## src/rtl/mem_pkg.sv

```systemverilog
// Shared definitions for the frame reader on the read side of an async FIFO.
//   DATA_WIDTH    : width of one FIFO word (payload plus end-of-frame flag)
//   EOF_BIT       : bit of a FIFO word that marks the last word of a frame
//   PAYLOAD_WIDTH : width of the payload delivered downstream
//   reader_state_e: read-side frame state machine encoding
package mem_pkg;

  localparam int DATA_WIDTH    = 9;
  localparam int EOF_BIT       = DATA_WIDTH - 1;
  localparam int PAYLOAD_WIDTH = DATA_WIDTH - 1;

  typedef enum logic [1:0] {
    ST_IDLE  = 2'd0,
    ST_FRAME = 2'd1,
    ST_DROP  = 2'd2
  } reader_state_e;

endpackage

```

## src/rtl/frame_out_buf.sv

```systemverilog
// Two-entry output buffer with a registered head.
//   clk_i, rst_i   : clock and synchronous active-high reset
//   push_i         : write push_data_i at the tail this cycle
//   push_data_i    : word to store
//   pop_i          : remove the head word this cycle
//   count_o        : number of stored words (0..2)
//   full_o/empty_o : occupancy flags
//   head_o         : oldest stored word (zero after reset)
module frame_out_buf
  import mem_pkg::*;
#(
  parameter int W = DATA_WIDTH
) (
  input  logic         clk_i,
  input  logic         rst_i,
  input  logic         push_i,
  input  logic [W-1:0] push_data_i,
  input  logic         pop_i,
  output logic [1:0]   count_o,
  output logic         full_o,
  output logic         empty_o,
  output logic [W-1:0] head_o
);

  logic [W-1:0] entry0_q, entry0_d;
  logic [W-1:0] entry1_q, entry1_d;
  logic [1:0]   count_q, count_d;
  logic         pop_eff;
  logic         push_eff;
  logic [1:0]   cnt_after_pop;

  // Entry 0 is always the head; a pop shifts entry 1 forward, and a push
  // lands in whichever slot is the tail once the pop has been applied, so a
  // simultaneous push and pop leaves the count unchanged.
  always_comb begin
    pop_eff       = pop_i && (count_q != 2'd0);
    cnt_after_pop = count_q - {1'b0, pop_eff};
    push_eff      = push_i && (cnt_after_pop != 2'd2);
    entry0_d      = entry0_q;
    entry1_d      = entry1_q;
    if (pop_eff) begin
      entry0_d = entry1_q;
    end
    if (push_eff) begin
      if (cnt_after_pop == 2'd0) begin
        entry0_d = push_data_i;
      end else begin
        entry1_d = push_data_i;
      end
    end
    count_d = cnt_after_pop + {1'b0, push_eff};
  end

  always_ff @(posedge clk_i) begin
    if (rst_i) begin
      entry0_q <= '0;
      entry1_q <= '0;
      count_q  <= 2'd0;
    end else begin
      entry0_q <= entry0_d;
      entry1_q <= entry1_d;
      count_q  <= count_d;
    end
  end

  assign count_o = count_q;
  assign full_o  = (count_q == 2'd2);
  assign empty_o = (count_q == 2'd0);
  assign head_o  = entry0_q;

endmodule

```

## src/rtl/fifo_frame_reader.sv

```systemverilog
// Reads framed words out of an async FIFO read port and streams them
// downstream, with the option to discard one whole frame on request.
//   rclk, rrst           : clock and synchronous active-high reset
//   fifo_r_en            : read strobe to the FIFO (never high while empty)
//   fifo_r_data          : FIFO word, valid the cycle after an accepted read
//   fifo_r_empty         : FIFO empty flag
//   m_valid/m_ready      : downstream handshake
//   m_data/m_last        : payload and end-of-frame flag of the head word
//   drop_req/drop_ack    : discard-next-frame request and its one-cycle ack
//   frames_out           : frames delivered (wraps)
//   frames_dropped       : frames fully discarded (wraps)
//   dbg_state_o          : current read-side state, for observation
//
// Handshake: a word transfers on every rising edge where m_valid and m_ready
// are both high; once m_valid is raised, m_data/m_last hold steady and
// m_valid stays high until that transfer happens.
module fifo_frame_reader
  import mem_pkg::*;
#(
  parameter int CNT_WIDTH = 16
) (
  input  logic                     rclk,
  input  logic                     rrst,
  output logic                     fifo_r_en,
  input  logic [DATA_WIDTH-1:0]    fifo_r_data,
  input  logic                     fifo_r_empty,
  output logic                     m_valid,
  input  logic                     m_ready,
  output logic [PAYLOAD_WIDTH-1:0] m_data,
  output logic                     m_last,
  input  logic                     drop_req,
  output logic                     drop_ack,
  output logic [CNT_WIDTH-1:0]     frames_out,
  output logic [CNT_WIDTH-1:0]     frames_dropped,
  output reader_state_e            dbg_state_o
);

  reader_state_e          state_q, state_d;
  logic                   rd_pending_q;
  logic                   drop_ack_q, drop_ack_d;
  logic [CNT_WIDTH-1:0]   frames_out_q;
  logic [CNT_WIDTH-1:0]   frames_dropped_q;

  logic                   arrival;
  logic                   arr_eof;
  logic                   pop;
  logic                   push_raw;
  logic                   buf_push;
  logic                   dropped_inc;
  logic                   rd_want;
  logic                   room;
  logic [2:0]             occ;
  logic [1:0]             buf_count;
  logic                   buf_full;
  logic                   buf_empty;
  logic [DATA_WIDTH-1:0]  buf_head;

  assign arrival = rd_pending_q;
  assign arr_eof = fifo_r_data[EOF_BIT];
  assign m_valid = !buf_empty;
  assign pop     = m_valid && m_ready;

  // Occupancy the buffer will have once the word now in flight has landed
  // and this cycle's pop has happened; a new read is only safe below 2.
  assign occ  = {1'b0, buf_count} + {2'b00, rd_pending_q} - {2'b00, pop};
  assign room = (occ < 3'd2);

  always_comb begin
    state_d     = state_q;
    drop_ack_d  = 1'b0;
    push_raw    = 1'b0;
    dropped_inc = 1'b0;
    rd_want     = 1'b0;
    case (state_q)
      ST_IDLE: begin
        rd_want = room;
        if (arrival) begin
          push_raw = 1'b1;
          if (!arr_eof) begin
            state_d = ST_FRAME;
          end
        end
        // A word arriving in this same cycle is handled as IDLE traffic
        // first. If it opens a multi-word frame the drop would cut that
        // frame in half, so the request is left unacknowledged.
        if (drop_req && !(arrival && !arr_eof)) begin
          state_d    = ST_DROP;
          drop_ack_d = 1'b1;
        end
      end
      ST_FRAME: begin
        rd_want = room;
        if (arrival) begin
          push_raw = 1'b1;
          if (arr_eof) begin
            state_d = ST_IDLE;
          end
        end
      end
      ST_DROP: begin
        // Discarded words need no buffer space, except the read issued in
        // the cycle the dropped frame's last word arrives: that one belongs
        // to the next frame and lands in IDLE.
        rd_want = !(arrival && arr_eof) || room;
        if (arrival && arr_eof) begin
          state_d     = ST_IDLE;
          dropped_inc = 1'b1;
        end
      end
      default: begin
        state_d = ST_IDLE;
      end
    endcase
  end

  assign fifo_r_en = rd_want && !fifo_r_empty && !rrst;
  assign buf_push  = push_raw && (!buf_full || pop);

  always_ff @(posedge rclk) begin
    if (rrst) begin
      state_q          <= ST_IDLE;
      rd_pending_q     <= 1'b0;
      drop_ack_q       <= 1'b0;
      frames_out_q     <= '0;
      frames_dropped_q <= '0;
    end else begin
      state_q          <= state_d;
      rd_pending_q     <= fifo_r_en;
      drop_ack_q       <= drop_ack_d;
      frames_out_q     <= frames_out_q
                          + {{(CNT_WIDTH-1){1'b0}}, (pop && buf_head[EOF_BIT])};
      frames_dropped_q <= frames_dropped_q + {{(CNT_WIDTH-1){1'b0}}, dropped_inc};
    end
  end

  frame_out_buf #(
    .W (DATA_WIDTH)
  ) u_buf (
    .clk_i       (rclk),
    .rst_i       (rrst),
    .push_i      (buf_push),
    .push_data_i (fifo_r_data),
    .pop_i       (pop),
    .count_o     (buf_count),
    .full_o      (buf_full),
    .empty_o     (buf_empty),
    .head_o      (buf_head)
  );

  assign m_data         = buf_head[PAYLOAD_WIDTH-1:0];
  assign m_last         = buf_head[EOF_BIT];
  assign drop_ack       = drop_ack_q;
  assign frames_out     = frames_out_q;
  assign frames_dropped = frames_dropped_q;
  assign dbg_state_o    = state_q;

endmodule

```

## config.mk

```make
export PLATFORM = sky130hd
export DESIGN_NAME = fifo_frame_reader
export DESIGN_NICKNAME = d
export VERILOG_FILES = /design/src/rtl/mem_pkg.sv /design/src/rtl/frame_out_buf.sv /design/src/rtl/fifo_frame_reader.sv
export SDC_FILE = /design/constraint.sdc
export NUM_CORES = 1
export LEC_CHECK = 0
export CORE_UTILIZATION = 45
export DETAILED_ROUTE_END_ITERATION = 12
export PLACE_DENSITY_LB_ADDON = 0.12
export SLEW_MARGIN = 5
export SYNTH_ARGS = -nofsm -noshare
export SYNTH_HDL_FRONTEND = slang
export SYNTH_SLANG_ARGS = --single-unit
```

## constraint.sdc

```tcl
create_clock -name rclk -period 2.7 [get_ports rclk]
set_clock_uncertainty 0.05 [all_clocks]
set_input_delay 0.54 -clock rclk [delete_from_list [all_inputs] [get_ports rclk]]
set_output_delay 0.54 -clock rclk [all_outputs]
set_load 0.03 [all_outputs]
```

==> reports/metrics.csv, run 1 <==
metric,value,unit
min Tclk post-route,2.81,ns
RSZ-0062 raised after global routing,true,
unique cell type count in the Yosys netlist,39,
Worst Tran Pin Value,0.453,ns
final worst slack,-0.114,ns
total congestion overflow,0,
initial core utilization,0.480,
post-synthesis cell area,0.00271,mm2
clk_lat worst skew,0.31,ns
input/output buffers,59,
Worst path max stage delay,0.52,ns
CP Cell Sequence,clkdlybuf4s15_2 > o21ai_4 > inv_2 > ha_4 > nand2b_4 > fa_2 > a22oi_2 > a2111oi_4 > buf_4,
worst reg-to-reg path cell count,7,
Setup crit end kind,output port,
final setup fails,1,
dominant cell type by area after synthesis,dfxtp_1,
syn nets,320,
Critical Path Source Type,input port,
Synth Instances,298,
worst min path class,flop to flop,
Initial DRC Count,116,
H-tree depth,2,
drt first pass iters,4,
worst-path fanout max,2,
Critical Path AT,2.22,ns
number of global-route vias before repair,2052,
initial antenna violation count,0,
post-synthesis sequential area ratio,0.414,
outcome,finished with violations,
Core ar.,0.00564,mm2
Buffers & Inverters on Critical Path,3,
post-route ant nets,0,
clock tree sinks,56,
Hold Crit Start,u_buf.entry1_q[4],
slowest CP cell,fa_2,
endpoints failing hold,0,
IO Pins,60,
Max IR drop VDD,0.625,mV
period utilization,1.04,
Hold Path End,u_buf.entry1_q[4],
syn_area_per_cell,9.09,um2
DR vias/cell,5.36,
"Req. time, crit path",2.11,ns
Nets,389,
Clock Tree Buf Depth,2,
layout cell share with drive strength beyond 1,0.155,
Routed WL,5.75,mm
die area,0.00634,mm2
Area contributors post-synth,"dfxtp_1, mux2i_1, a21oi_1",
Avg WL per Cell,13.1,um
hold path cells,2,
Worst-path clk slew,0.10,ns
Vias,2357,
DP HPWL,4.15,mm
count of state elements after synthesis,56,
worst r2r src,dbg_state_o[1],
CP Class,input port to output port,
area delta synth->final,33.6,%
post-route setup TNS,-0.114,ns
DRC Markers,0,
max_cap viols,0,
DIE HEIGHT,79.6,um
aggregate global-route resource usage,0.186,
"delay-heaviest family, CP",adder cells,
violated checks,setup timing,
Final Max Tran Viols,0,
TritonCTS Buffers,5,
first-pass GRT wire length,9.33,mm
LEAKAGE,1.35,nW
CTS tree,yes,
fmax,0.355,GHz
Slew Limit Headroom,0.698,
r2r setup slk,0.52,ns
pre-CTS setup slack,-0.620,ns
Row Count,27,
gpl congestion,0.812,
Die Wd,79.6,um
largest net degree at the start of global routing,31,
PwrDens,710,mW/mm2
Root Buffer,clkbuf_8,
FF-to-FF End,frames_dropped[14],
Ys Warns,0,
top-area cell type share of the netlist area,0.414,
ANT cells,0,
placed cells by master (no fill, tap or decap), types with 2 or more instances in the layout:
cell type	Yosys	layout
xor2_1	5	5
nand4_1	6	6
or3_1	4	4
or4_1	7	7
nand3_1	12	12
clkdlybuf4s50_1	0	57
nand2_1	28	28
nor2b_1	14	14
clkbuf_8	0	5
xnor2_1	4	3
o41ai_1	9	9
o31ai_1	7	7
nor4_1	7	7
a21oi_1	23	23
nor4_2	3	3
nand2b_1	11	10
mux2_2	9	9
o21ai_0	8	7
ha_1	7	6
nor2_1	18	18
dfxtp_1	56	54
or3_2	2	2
inv_2	1	2
buf_4	0	20
mux2i_1	18	18
inv_1	10	9
synthesized netlist by cell type, drive strengths merged:
cell,instances
or2,1
nand2b,11
dfxtp,56
nand2,28
or3,6
o2111a,1
fa,1
inv,11
nor3,1
nand3,13
a22oi,1
xor2,5
ha,7
or4,8
mux2i,18
o41ai,9
and3,1
mux2,9
a21oi,23
nor3b,1
nor2b,14
a2111oi,2
buf,10
xnor2,4
o21ai,8
clkbuf,6
nand4,7
o31ai,7
nor2,18
a211oi,1
nor4,10
cell type report:
class / instances / area, um2
multi-input combinational: 215 / 1520
inverter: 11 / 41.3
clock inverter: 2 / 35.0
timing repair buffer: 78 / 732
sequential: 56 / 1130
clock buffer: 6 / 72.6
tap: 72 / 90.1
fill: 481 / 2020
per-layer routing:
| layer | vias up | GRT usage | share of wire |
|---|---|---|---|
| li1 | 1211 | - | - |
| met1 | 1100 | 0.236 | 0.47 |
| met2 | 40 | 0.311 | 0.47 |
| met3 | 6 | 0.0400 | 0.042 |
| met4 | 0 | 0.0655 | 0.0099 |
| met5 | - | 0 | 0 |
registers in the layout (all words and copies together) (netlist names):
| register | flops |
|---|---|
| dbg_state_o | 2 |
| arrival | 1 |
| frames_dropped | 16 |
| u_buf.count_o | 2 |
| u_buf.entry1_q | 9 |
| frames_out | 16 |
| u_buf.head_o | 9 |
| drop_ack | 1 |
how the worst max path moves through the flow:
| stage | to | start | slack [ns] | cells past startpoint |
|---|---|---|---|---|
| finish | fifo_r_en | m_ready | -0.11 | 9 |
| global route | fifo_r_en | u_buf.count_o[0] | -0.19 | 9 |
| CTS | fifo_r_en | u_buf.count_o[0] | -0.12 | 8 |
| detailed placement | fifo_r_en | m_ready | -0.62 | 10 |
| global placement | fifo_r_en | m_ready | -0.58 | 10 |
| floorplan | fifo_r_en | m_ready | -0.22 | 9 |
power by group:
group	internal (mW)	leakage (nW)	switching (mW)
Combinational	0.468	0.837	0.569
Clock	0.276	0.0552	0.267
Sequential	0.916	0.454	0.0745
what timing repair did:
action                                  in CTS  in global routing
endpoints found under the setup margin       1                  1
pin swaps                                    5                  0
hold buffers                                 0                  0
gates resized for setup                      6                  0
buffers inserted                             1                  0
kinds of logic after synthesis:
logic type / Yosys count / synth area share
buffers and inverters: 27 / 0.0485
and+or+nand+nor: 119 / 0.243
muxes: 27 / 0.104
AOI/OAI and AO/OA: 52 / 0.122
xor gates and xnor gates: 9 / 0.0291
DFF: 56 / 0.414
adders and majority gates: 8 / 0.0397
per-stage QoR:
step                      hold WS, ns  utilization  instances  power, mW  cell area, um2
after CTS                       0.417        0.642        440       2.59            3620
after global routing            0.437        0.642        440       2.72            3620
after detailed placement        0.395        0.620        431       2.04            3500
after floorplan                 0.384            -        298       1.73            2780
final                           0.415        0.642        440       2.57            3620
after global placement          0.394        0.620        431       2.03            3500
tightest hold or removal path, delay by kind of cell (launching register included):
kind	cells	cell delay, ns
and+or+nand+nor	1	0.05
DFF	1	0.32
muxes	1	0.05
Note: power is estimated with default switching activity, not from simulation.
==> run 2, diff against run 1 <==
--- a/config.mk
+++ b/config.mk
@@ -7,7 +7,7 @@
 export LEC_CHECK = 0
 export CORE_UTILIZATION = 45
 export DETAILED_ROUTE_END_ITERATION = 12
-export PLACE_DENSITY_LB_ADDON = 0.12
+export PLACE_DENSITY = 0.82
 export SLEW_MARGIN = 5
 export SYNTH_ARGS = -nofsm -noshare
 export SYNTH_HDL_FRONTEND = slang
==> run 2 against run 1 <==
Effect of this change: the run still ends with setup timing left; sequential cell count unchanged; core utilization is 0.24 points higher; final area grew 0.38%; largest cell class unchanged; highest routed layer unchanged.
==> reports/metrics.csv, run 2 (synthesized netlist as in run 1, its figures left out) <==
metric,value,unit,change
met2 Resource Use GR,0.356,,+0.0444
Clock Tree Buf Depth,2,,unchanged
worst min path class,flop to flop,,
aggregate global-route resource usage,0.200,,+0.0133
clock share of power,0.225,,+0.014
Initial DRC Count,116,,unchanged
CP Cell Sequence,o21ai_4 > inv_2 > ha_4 > nand2b_4 > fa_2 > a22oi_2 > a2111oi_4 > buf_4,,
Slew Limit Headroom,0.685,,-0.0130
sw power,0.927,mW,+1.8%
outcome,finished with violations,,
clock tree sinks,56,,unchanged
most frequent cells in the layout,"clkdlybuf4s50_1, dfxtp_1, nand2_1",,
Setup crit end kind,output port,,
ANT cells,0,,unchanged
Routed WL,5.97,mm,+3.9%
layer with the highest usage,met2,,
"Req. time, crit path",2.11,ns,about the same
Switching Share,0.349,,-0.00480
first-pass GRT wire length,10.0,mm,+7.5%
Avg WL per Cell,13.6,um,+3.9%
drt first pass iters,4,,unchanged
IO Pins,60,,unchanged
clk_lat worst skew,0.31,ns,about the same
fin area,0.00363,mm2,+0.38%
"delay-heaviest family, CP",adder cells,,
slowest CP cell,fa_2,,
PwrDens,730,mW/mm2,+2.8%
largest net degree at the start of global routing,48,,+55%
fillers,474,,-1.5%
violated checks,setup timing,,
gpl congestion,0.758,,-6.6%
Row Count,27,,unchanged
fmax,0.356,GHz,+0.28%
Vias,2387,,+1.3%
Worst Tran Pin Value,0.472,ns,+0.0196 ns
Internal,1.73,mW,+4.0%
total congestion overflow,0,,unchanged
DR vias/cell,5.43,,+1.3%
DP Area,0.00349,mm2,-0.36%
Seq pwr share,0.374,,-0.011
post-route setup TNS,-0.106,ns,+0.00794 ns
period utilization,1.04,,-0.00294
number of global-route vias before repair,2158,,+5.2%
post-route ant nets,0,,unchanged
CTS tree,yes,,
RSZ-0062 raised after global routing,true,,
layout cell share with drive strength beyond 1,0.160,,+0.00543
Critical Path AT,2.22,ns,about the same
hold_buf cts,0,,unchanged
endpoints failing hold,0,,unchanged
Core ar.,0.00564,mm2,unchanged
"most common cell after layout, fill and taps aside",clkdlybuf4s50_1,,
area of the multi-input gates,0.00152,mm2,unchanged
input/output buffers,59,,unchanged
pre-CTS setup slack,-0.595,ns,+0.0242 ns
GR Layer Usage met3,0.0434,,+0.00343
FF/Latch Area,0.00113,mm2,unchanged
Util after Layout,0.644,,+0.00244
CP Class,flop to output port,,
Die Wd,79.6,um,unchanged
Nets,389,,unchanged
Buffers & Inverters on Critical Path,2,,-1
DRC Markers,0,,unchanged
DP HPWL,4.29,mm,+3.4%
initial antenna violation count,0,,unchanged
Worst-path clk slew,0.10,ns,about the same
initial core utilization,0.480,,unchanged
H-tree depth,2,,unchanged
min Tclk post-route,2.81,ns,-0.00794 ns
max_cap viols,0,,unchanged
LEAKAGE,1.36,nW,+0.73%
Comb pwr share,0.401,,-0.003
routing usage on met1,0.242,,+0.00602
final setup fails,1,,unchanged
Max IR drop VDD,0.555,mV,-11%
Min Hold Slack,0.411,ns,-0.00402 ns
Critical Path Source Type,flop,,
final worst slack,-0.106,ns,+0.00794 ns
TritonCTS Buffers,5,,unchanged
Root Buffer,clkbuf_8,,
Worst path max stage delay,0.53,ns,about the same
area delta synth->final,34.1,%,
Final Max Tran Viols,0,,unchanged
worst-path fanout max,4,,+2
die area,0.00634,mm2,unchanged
DIE HEIGHT,79.6,um,unchanged
run 2: cell types whose count changed in the layout (fill, tap and decap cells not counted):
cell and delta:
buf_2 +1, clkbuf_1 -1, clkinv_2 -1, clkdlybuf4s50_1 -1
clkbuf_8 +2
run 2: worst paths after layout:
check	from	end	slack, ns	cells after the start
worst max-delay path	u_buf.count_o[0]	fifo_r_en	-0.11	8
worst min-delay path	u_buf.entry1_q[2]	u_buf.entry1_q[2]	0.41	2
worst max register to register	u_buf.count_o[1]	frames_out[14]	0.50	9
worst min register to register	u_buf.entry1_q[2]	u_buf.entry1_q[2]	0.41	2
run 2: through the flow:
step / power [mW] / cells
2_1_floorplan: 1.73 / 298
3_3_place_gp: 2.03 / 430
3_5_place_dp: 2.06 / 430
4_1_cts: 2.68 / 440
5_1_grt: 2.81 / 440
6_report: 2.65 / 440
run 2: power groups by stage:
stage               clock network (mW)  logic [mW]  registers [mW]
floorplan                            0       0.628            1.10
global placement                     0        1.03            1.00
detailed placement                   0        1.06            1.00
CTS                              0.610        1.08           0.992
global route                     0.649        1.16            1.01
finish                           0.597        1.06           0.992
run 2: repair_timing:
item | 4_1_cts | 5_1_grt
endpoints found under the setup margin | 1 | 1
pin swaps | 5 | 0
setup buffers | 2 | 0
gates resized for setup | 6 | 0
run 2: final cells by class:
cell class	instances	share of cell area
Multi-Input combinational cell	215	0.419
Sequential cell	56	0.310
Timing Repair Buffer	78	0.200
Clock buffer	7	0.0265
Tap cell	72	0.0248
Inverter	11	0.0114
Clock inverter	1	0.00826
run 2: routing by layer:
metal	share of wire	routed length, um
met1	0.44	2640
met2	0.51	3040
met3	0.040	236
met4	0.0094	56
met5	0	0
run 2: worst min-delay path, cell delays in order (launching register included):
cell and delay (ns):
dfxtp_1 0.32, nand2_1 0.05, mux2i_1 0.05
